<file path="config.mk">
export PLATFORM = sky130hd
export DESIGN_NAME = serial_addsub_flat
export DESIGN_NICKNAME = d
export VERILOG_FILES = /design/src/rtl/serial_addsub_if.sv /design/src/rtl/serial_addsub.sv /design/src/flat_wrapper.sv
export SDC_FILE = /design/constraint.sdc
export NUM_CORES = 1
export LEC_CHECK = 0
export CORE_UTILIZATION = 55
export CTS_BUF_LIST = sky130_fd_sc_hd__clkbuf_2 sky130_fd_sc_hd__clkbuf_4 sky130_fd_sc_hd__clkbuf_8
export DETAILED_ROUTE_END_ITERATION = 8
export GPL_TIMING_DRIVEN = 0
export PLACE_DENSITY = 0.85
export REMOVE_ABC_BUFFERS = 1
export SYNTH_ARGS = -nofsm -noshare
export SYNTH_HDL_FRONTEND = slang
export SYNTH_SLANG_ARGS = --single-unit
</file>
<file path="constraint.sdc">
create_clock -name clk -period 3.1 [get_ports clk]
set_clock_uncertainty 0.05 [all_clocks]
set_input_delay 0.31 -clock clk [delete_from_list [all_inputs] [get_ports clk]]
set_output_delay 0.31 -clock clk [all_outputs]
set_load 0.005 [all_outputs]
</file>
<file path="src/rtl/serial_addsub_if.sv">
// serial_addsub_if: start/busy/done handshake plus operand and result bus
// for the digit-serial adder/subtractor.
interface serial_addsub_if #(
    parameter int WIDTH = 8
);
    logic             start;
    logic             sub;
    logic [WIDTH-1:0] a_in;
    logic [WIDTH-1:0] b_in;
    logic             busy;
    logic             done;
    logic [WIDTH-1:0] result;
    logic             cout;
    logic             ovf;

    modport master (
        output start,
        output sub,
        output a_in,
        output b_in,
        input  busy,
        input  done,
        input  result,
        input  cout,
        input  ovf
    );

    modport slave (
        input  start,
        input  sub,
        input  a_in,
        input  b_in,
        output busy,
        output done,
        output result,
        output cout,
        output ovf
    );
endinterface

</file>
<file path="src/rtl/serial_addsub.sv">
// serial_addsub: digit-serial adder/subtractor, DIGIT bits per clock,
// registered carry, result shifted in from the MSB end.
module serial_addsub #(
    parameter int WIDTH = 8,
    parameter int DIGIT = 1
) (
    input  logic           clk,
    input  logic           rst,
    serial_addsub_if.slave bus
);
    localparam int N  = WIDTH / DIGIT;
    localparam int CW = (N > 1) ? $clog2(N) : 1;
    localparam logic [CW-1:0] LAST = CW'(N - 1);

    typedef enum logic {
        IDLE,
        RUN
    } state_t;

    state_t state;
    state_t state_nx;

    logic [WIDTH-1:0] a_sh;
    logic [WIDTH-1:0] b_sh;
    logic [WIDTH-1:0] res_q;
    logic             carry;
    logic [CW-1:0]    cnt;
    logic             cout_q;
    logic             ovf_q;
    logic             done_q;

    logic             load;
    logic             step;
    logic             last;

    logic [DIGIT-1:0]       a_dig;
    logic [DIGIT-1:0]       b_dig;
    logic [DIGIT-1:0]       s_dig;
    logic [DIGIT:0]         dsum;
    logic [WIDTH+DIGIT-1:0] res_cat;

    // One digit slice: low digits of A and B plus the registered carry.
    always_comb begin
        a_dig   = a_sh[DIGIT-1:0];
        b_dig   = b_sh[DIGIT-1:0];
        dsum    = {1'b0, a_dig} + {1'b0, b_dig} + {{DIGIT{1'b0}}, carry};
        s_dig   = dsum[DIGIT-1:0];
        res_cat = {s_dig, res_q};
    end

    // Control state register.
    always_ff @(posedge clk) begin
        if (rst) begin
            state <= IDLE;
        end else begin
            state <= state_nx;
        end
    end

    // Next-state logic: accept start only in IDLE, run N steps.
    always_comb begin
        state_nx = state;
        load     = 1'b0;
        step     = 1'b0;
        last     = (cnt == LAST);
        case (state)
            IDLE: begin
                if (bus.start) begin
                    load     = 1'b1;
                    state_nx = RUN;
                end
            end
            RUN: begin
                step = 1'b1;
                if (last) begin
                    state_nx = IDLE;
                end
            end
            default: begin
                state_nx = IDLE;
            end
        endcase
    end

    // Datapath: operand load, digit shifting and final flag capture.
    always_ff @(posedge clk) begin
        if (rst) begin
            a_sh   <= '0;
            b_sh   <= '0;
            res_q  <= '0;
            carry  <= 1'b0;
            cnt    <= '0;
            cout_q <= 1'b0;
            ovf_q  <= 1'b0;
            done_q <= 1'b0;
        end else begin
            done_q <= 1'b0;
            if (load) begin
                a_sh   <= bus.a_in;
                b_sh   <= bus.sub ? ~bus.b_in : bus.b_in;
                carry  <= bus.sub;
                cnt    <= '0;
                res_q  <= '0;
                cout_q <= 1'b0;
                ovf_q  <= 1'b0;
            end else if (step) begin
                a_sh  <= a_sh >> DIGIT;
                b_sh  <= b_sh >> DIGIT;
                res_q <= res_cat[WIDTH+DIGIT-1:DIGIT];
                carry <= dsum[DIGIT];
                cnt   <= cnt + CW'(1);
                if (last) begin
                    cout_q <= dsum[DIGIT];
                    ovf_q  <= (a_dig[DIGIT-1] == b_dig[DIGIT-1])
                           && (s_dig[DIGIT-1] != a_dig[DIGIT-1]);
                    done_q <= 1'b1;
                end
            end
        end
    end

    assign bus.busy   = (state == RUN);
    assign bus.done   = done_q;
    assign bus.result = res_q;
    assign bus.cout   = cout_q;
    assign bus.ovf    = ovf_q;

endmodule

</file>
<file path="src/flat_wrapper.sv">
// flat-port wrapper written by rule: the top's interface ports become plain ports
module serial_addsub_flat 
#(
    parameter int WIDTH = 8,
    parameter int DIGIT = 1
)
  (clk, rst, bus_start, bus_sub, bus_a_in, bus_b_in, bus_busy, bus_done, bus_result, bus_cout, bus_ovf);
  serial_addsub_if #(.WIDTH(WIDTH)) bus_i ();
  input  logic clk;
  input  logic rst;
  input wire logic [$bits(bus_i.start)-1:0] bus_start;
  input wire logic [$bits(bus_i.sub)-1:0] bus_sub;
  input wire logic [$bits(bus_i.a_in)-1:0] bus_a_in;
  input wire logic [$bits(bus_i.b_in)-1:0] bus_b_in;
  output wire logic [$bits(bus_i.busy)-1:0] bus_busy;
  output wire logic [$bits(bus_i.done)-1:0] bus_done;
  output wire logic [$bits(bus_i.result)-1:0] bus_result;
  output wire logic [$bits(bus_i.cout)-1:0] bus_cout;
  output wire logic [$bits(bus_i.ovf)-1:0] bus_ovf;
  assign bus_i.start = bus_start;
  assign bus_i.sub = bus_sub;
  assign bus_i.a_in = bus_a_in;
  assign bus_i.b_in = bus_b_in;
  assign bus_busy = bus_i.busy;
  assign bus_done = bus_i.done;
  assign bus_result = bus_i.result;
  assign bus_cout = bus_i.cout;
  assign bus_ovf = bus_i.ovf;
  serial_addsub #(.WIDTH(WIDTH), .DIGIT(DIGIT)) u_core (.clk(clk), .rst(rst), .bus(bus_i));
endmodule
</file>
== Word level (Yosys, flattened, before mapping) ==
Index checks and enable logic that the tools add are counted.

* Memories kept: 0
* Output and inout port bits: 12
* ROM bits: 0
* Logic and storage cells: 36
* Register bits after elaboration: 32
* Input bits: 20
* Bits in latches: 0
* Bits in writable memories: 0

* Bitwise gates (word level): 3
* $lt $le $gt $ge: 0
* Add/subtract/negate cells: 3
* Multipliers: 0
* Muxes and demuxes: 13
* Shift operators: 0
* Divide/modulo/power cells: 0
* Eq/ne operators: 3
* Reduce and logical (&&, ||, !) cells: 5

{| class="wikitable"
|+ Operators by type and width
! operator !! number
|-
| $mux W8 || 5
|-
| $not A8 Y8 || 1
|-
| $mux W1 || 7
|-
| $add A3 B1 Y3 const B || 1
|-
| $eq A3 B3 Y1 const B || 1
|-
| $reduce_or A3 Y1 || 1
|-
| $add A1 B1 Y2 || 1
|-
| $add A2 B1 Y2 || 1
|-
| $not A1 Y1 || 2
|-
| $pmux W1 S2 || 1
|-
| $reduce_and A2 Y1 || 1
|-
| $reduce_bool A2 Y1 || 1
|-
| $reduce_or A2 Y1 || 1
|-
| $eq A1 B1 Y1 || 1
|-
| $logic_and A1 B1 Y1 || 1
|-
| $ne A1 B1 Y1 || 1
|}

== Logic depth before layout (Yosys ltp) ==
* Word-level depth: 4
* Depth in mapped cells: 5
* Mapped depth without buffers: 5

== Worst setup path after synthesis ==
OpenSTA, ideal clock, no wires.

* Path kind: reg-to-reg
* Start: reg u_core.carry
* End: reg u_core.ovf_q (netlist: u_core.bus.ovf)
* Library setup time: 122 ps
* Cell stages (with the launch flop): 5
* Clock period less this slack: 1463 ps
* Data arrival time: 1291 ps
* Required time: 2928 ps
* Path buffers: 0
* Slack: 1637 ps
* Cells stage by stage: dfxtp_1 fa_1 and3b_1 a211oi_1 nor3_1

* Longest elaborated chain between the ends: 3

{| class="wikitable"
|+ Ends and longest elaborated chain
! what !! line !! RTL
|-
| from (decl) || serial_addsub.sv:26 || <nowiki>logic carry;</nowiki>
|-
| from (signal assigned) || serial_addsub.sv:101 || <nowiki>carry <= bus.sub;</nowiki>
|-
| from (signal assigned) || serial_addsub.sv:110 || <nowiki>carry <= dsum[DIGIT];</nowiki>
|-
| $add A2 B1 Y2 || serial_addsub.sv:46 || <nowiki>dsum = {1'b0, a_dig} + {1'b0, b_dig} + {{DIGIT{1'b0}}, carry};</nowiki>
|-
| net u_core.dsum[0] || serial_addsub.sv:39 || <nowiki>logic [DIGIT:0] dsum;</nowiki>
|-
| $ne A1 B1 Y1 || serial_addsub.sv:115 || <nowiki>&& (s_dig[DIGIT-1] != a_dig[DIGIT-1]);</nowiki>
|-
| $logic_and A1 B1 Y1 || serial_addsub.sv:115 ||
|-
| to (signal assigned) || serial_addsub.sv:114 || <nowiki>ovf_q <= (a_dig[DIGIT-1] == b_dig[DIGIT-1])</nowiki>
|-
| to (decl) || serial_addsub.sv:29 || <nowiki>logic ovf_q;</nowiki>
|}

The timed path passes the listed nets, and every way through them passes these cells.
A chain may end at the register's enable or synchronous reset.

== Final worst setup path ==
* Start: reg u_core.state (netlist: u_core.bus.busy)
* End: out bus_busy

{| class="wikitable"
|+ RTL lines
! what !! line !! RTL
|-
| from (decl) || serial_addsub.sv:20 || <nowiki>state_t state;</nowiki>
|-
| from (signal assigned) || serial_addsub.sv:56 || <nowiki>state <= state_nx;</nowiki>
|-
| to (decl) || flat_wrapper.sv:15 || <nowiki>output wire logic [$bits(bus_i.busy)-1:0] bus_busy;</nowiki>
|}

No word-level cell between the ends.

==> flow_summary.toml <==
[min_path]
min-delay-start = "u_core.bus.cout$_SDFFE_PP0P_"
min_delay_path_depth = 2
hold_class = "flop to flop"
whs_endpoint = "u_core.bus.cout$_SDFFE_PP0P_"

[synthesis]
synth_top_area_share_pct = 44.1
synth_top_family_by_area = "multiplexers"
synth.largest_area_cell = "dfxtp_1"
yosys.area_share.simple_pct = 13.1
yosysWarnings = 0
ys_seq_elements = 32
synth_area_leaders = "dfxtp_1 44%, mux2i_1 13%, nor2_1 7.8%, xnor2_1 5.4%, a211o_1 4.2%"
synth-seq-area-share_pct = 44.1
synth.avg_cell_area_sq_um = 9.87
synth_xor_area_share_pct = 5.43
synth_fa_ha_area_share_pct = 3.10
ys_types = 22
synth_area_sq_um = 1450
syn_inst = 147
synth_compound_area_share_pct = 8.97
synth_mux_area_share_pct = 20.1

[placement]
gp_congestion = 0.732
placed_cells = 197
dpl_cell_area_sq_um = 1730
hpwlAfterDp_um = 1740
port_buffers = 31

[timing]
slew_headroom_pct = 32.5
grt_setup_unrepaired = "no"
fin_crit_sh_pct = 72.8
tightest_slew_ns = 1.01
fin_setup_tns_ns = 0
setup_violations = 0
hold_viol = 0
finalCriticalPeriod_ns = 2.26
fmax_mhz = 443
drv_slew = 0

[critical_path]
cp_max_fo = 40
crit_path_start_kind = "flop"
reg2regPathDepth = 3
critPathTopFamily = "flip-flops"
reg2reg_from = "u_core.bus.busy$_SDFF_PP0_"
endpoint_kind = "output port"
slowest_delay_ns = 0.93
crit_arrival_ns = 1.90
cp_slowest_cell = "dfxtp_2"
reg2reg_to = "u_core.bus.ovf$_SDFFE_PP0P_"
worst_ep_required_time_ns = 2.74
r2r_slack_ns = 1.26
cp-startpoint = "u_core.bus.busy$_SDFF_PP0_"
crit_type = "flop to output port"
cp.buffers_inverters = 1
crit_chain = "clkdlybuf4s50_1"

[cells_and_area]
fin_nets = 197
final_cells = 205
fin_area_sq_um = 1790
final_util_pct = 72.3
drive_gt1_share_pct = 10.9
antennaDiodeCount = 0
area_delta_synth_final_pct = 23.4

[clocking]
post_cts_resized = 0
cts_buffers = 5
cts_root_buffer = "clkbuf_4"
clockBufferDepth = 2
tritoncts = "yes"
insertion_delay_ns = 0.33
hold_buffers = 0
path_clk_slew_ns = 0.09
post_cts_buffers = 0
cts_sinks = 32
htree_levels = 2

[route]
drc = 0
routed-wl-met3_um = 141
wl_met1_um = 1050
num_vias = 1063
drt-total-wl_um = 2450
via_per_inst = 5.19
initialDrtViolationCount = 7
ant_nets = 0
wl_per_cell_um = 12.0
first_pass_iters = 4
wl_met2_um = 1250
routed.top_layer = "met4"

[pwr]
leakage_uw = 0.000707
fin_total_pwr_uw = 838
vdd_drop_max_v = 0.000346
powerDensity_nw_per_um2 = 468

[global_route]
grt_pass1_vias = 1016
grt.overflow.total = 0
grt_max_degree = 41
grt_pass1_wl_um = 4080
grt_usage_pct = 20.5
antenna_found_initial = 0

[run_status]
status = "finished clean"

[floorplanning]
die_h_um = 53.4
num_rows = 18
start_util_pct = 58.6
ios = 32
core_area_sq_um = 2480
die_area_sq_um = 2850
die_w_um = 53.4

[flow_run]
drv_cap = 0
==> synth_stat cells <==
cell      number
dfxtp_1       32
nor2_1        30
mux2i_1       19
a21oi_1        9
nand2_1        9
xnor2_1        9
a211o_1        7
buf_2          6
mux2_2         5
buf_6          3
mux2_4         3
nand2b_1       3
a211oi_1       2
ha_1           2
a21oi_2        1
and3b_1        1
buf_1          1
buf_4          1
fa_1           1
nand3_1        1
nor3_1         1
or2_2          1
==> worst reg2reg max path, cell delays in order, from the launching register on <==
cell and delay, ns:
dfxtp_2 0.93, nand2b_1 0.23, nand2b_1 0.31, nor3_1 0.25
==> cell usage in the layout (no fill, tap or decap), drive strengths merged <==
master	count
or2	1
a211oi	2
xnor2	9
a211o	7
a21oi	10
fa	1
nand3	1
ha	2
clkbuf	8
nand2b	3
mux2i	19
dfxtp	32
nor3	1
clkdlybuf4s50	31
and3b	1
mux2	8
nand2	9
nor2	30
==> area by class of cell <==
type / instances / area (sq um)
Multi-Input combinational cell: 104 / 736
Fill cell: 206 / 686
Sequential cell: 32 / 642
Timing Repair Buffer: 31 / 310
Clock buffer: 8 / 66.3
Tap cell: 30 / 37.5
==> registers in the layout, indices dropped and copies added, names as in the netlist <==
| register | count |
|---|---|
| u_core.cnt | 3 |
| u_core.bus.result | 8 |
| u_core.bus.ovf | 1 |
| u_core.b_sh | 8 |
| u_core.bus.done | 1 |
| u_core.bus.busy | 1 |
| u_core.a_sh | 8 |
| u_core.carry | 1 |
| u_core.bus.cout | 1 |
==> how the worst max path moves through the flow <==
stage,end,slack (ns),cells past startpoint
after global routing,bus_busy,0.72,1
after CTS,bus_busy,0.82,1
after global placement,bus_busy,0.63,1
final,bus_busy,0.84,1
after detailed placement,u_core.bus.ovf$_SDFFE_PP0P_,0.77,4
after floorplan,u_core.bus.ovf$_SDFFE_PP0P_,1.14,3
==> cells by family (layout without fill, tap and decap cells) <==
family	after synthesis	in the layout
and+or+nand+nor	46	46
DFF	32	32
muxes	27	27
AOI/OAI and AO/OA	19	19
buffers and inverters	11	39
xor gates and xnor gates	9	9
adders and majority gates	3	3
==> power by group <==
group,switching [uW],internal [uW]
combinational,43.4,75.4
sequential,26.4,431
clock,132,129
==> per-stage QoR <==
stage / setup WS (ns) / hold slack [ns]
6_report: 0.843 / 0.415
3_3_place_gp: 0.627 / 0.393
2_1_floorplan: 1.14 / 0.322
4_1_cts: 0.824 / 0.417
5_1_grt: 0.715 / 0.446
3_5_place_dp: 0.772 / 0.404
==> routing by layer <==
layer	track usage (%)	vias up
li1	-	549
met1	19.8	482
met2	36.9	29
met3	8.91	3
met4	9.21	0
met5	0	-
(Power assumes the default switching activity.)
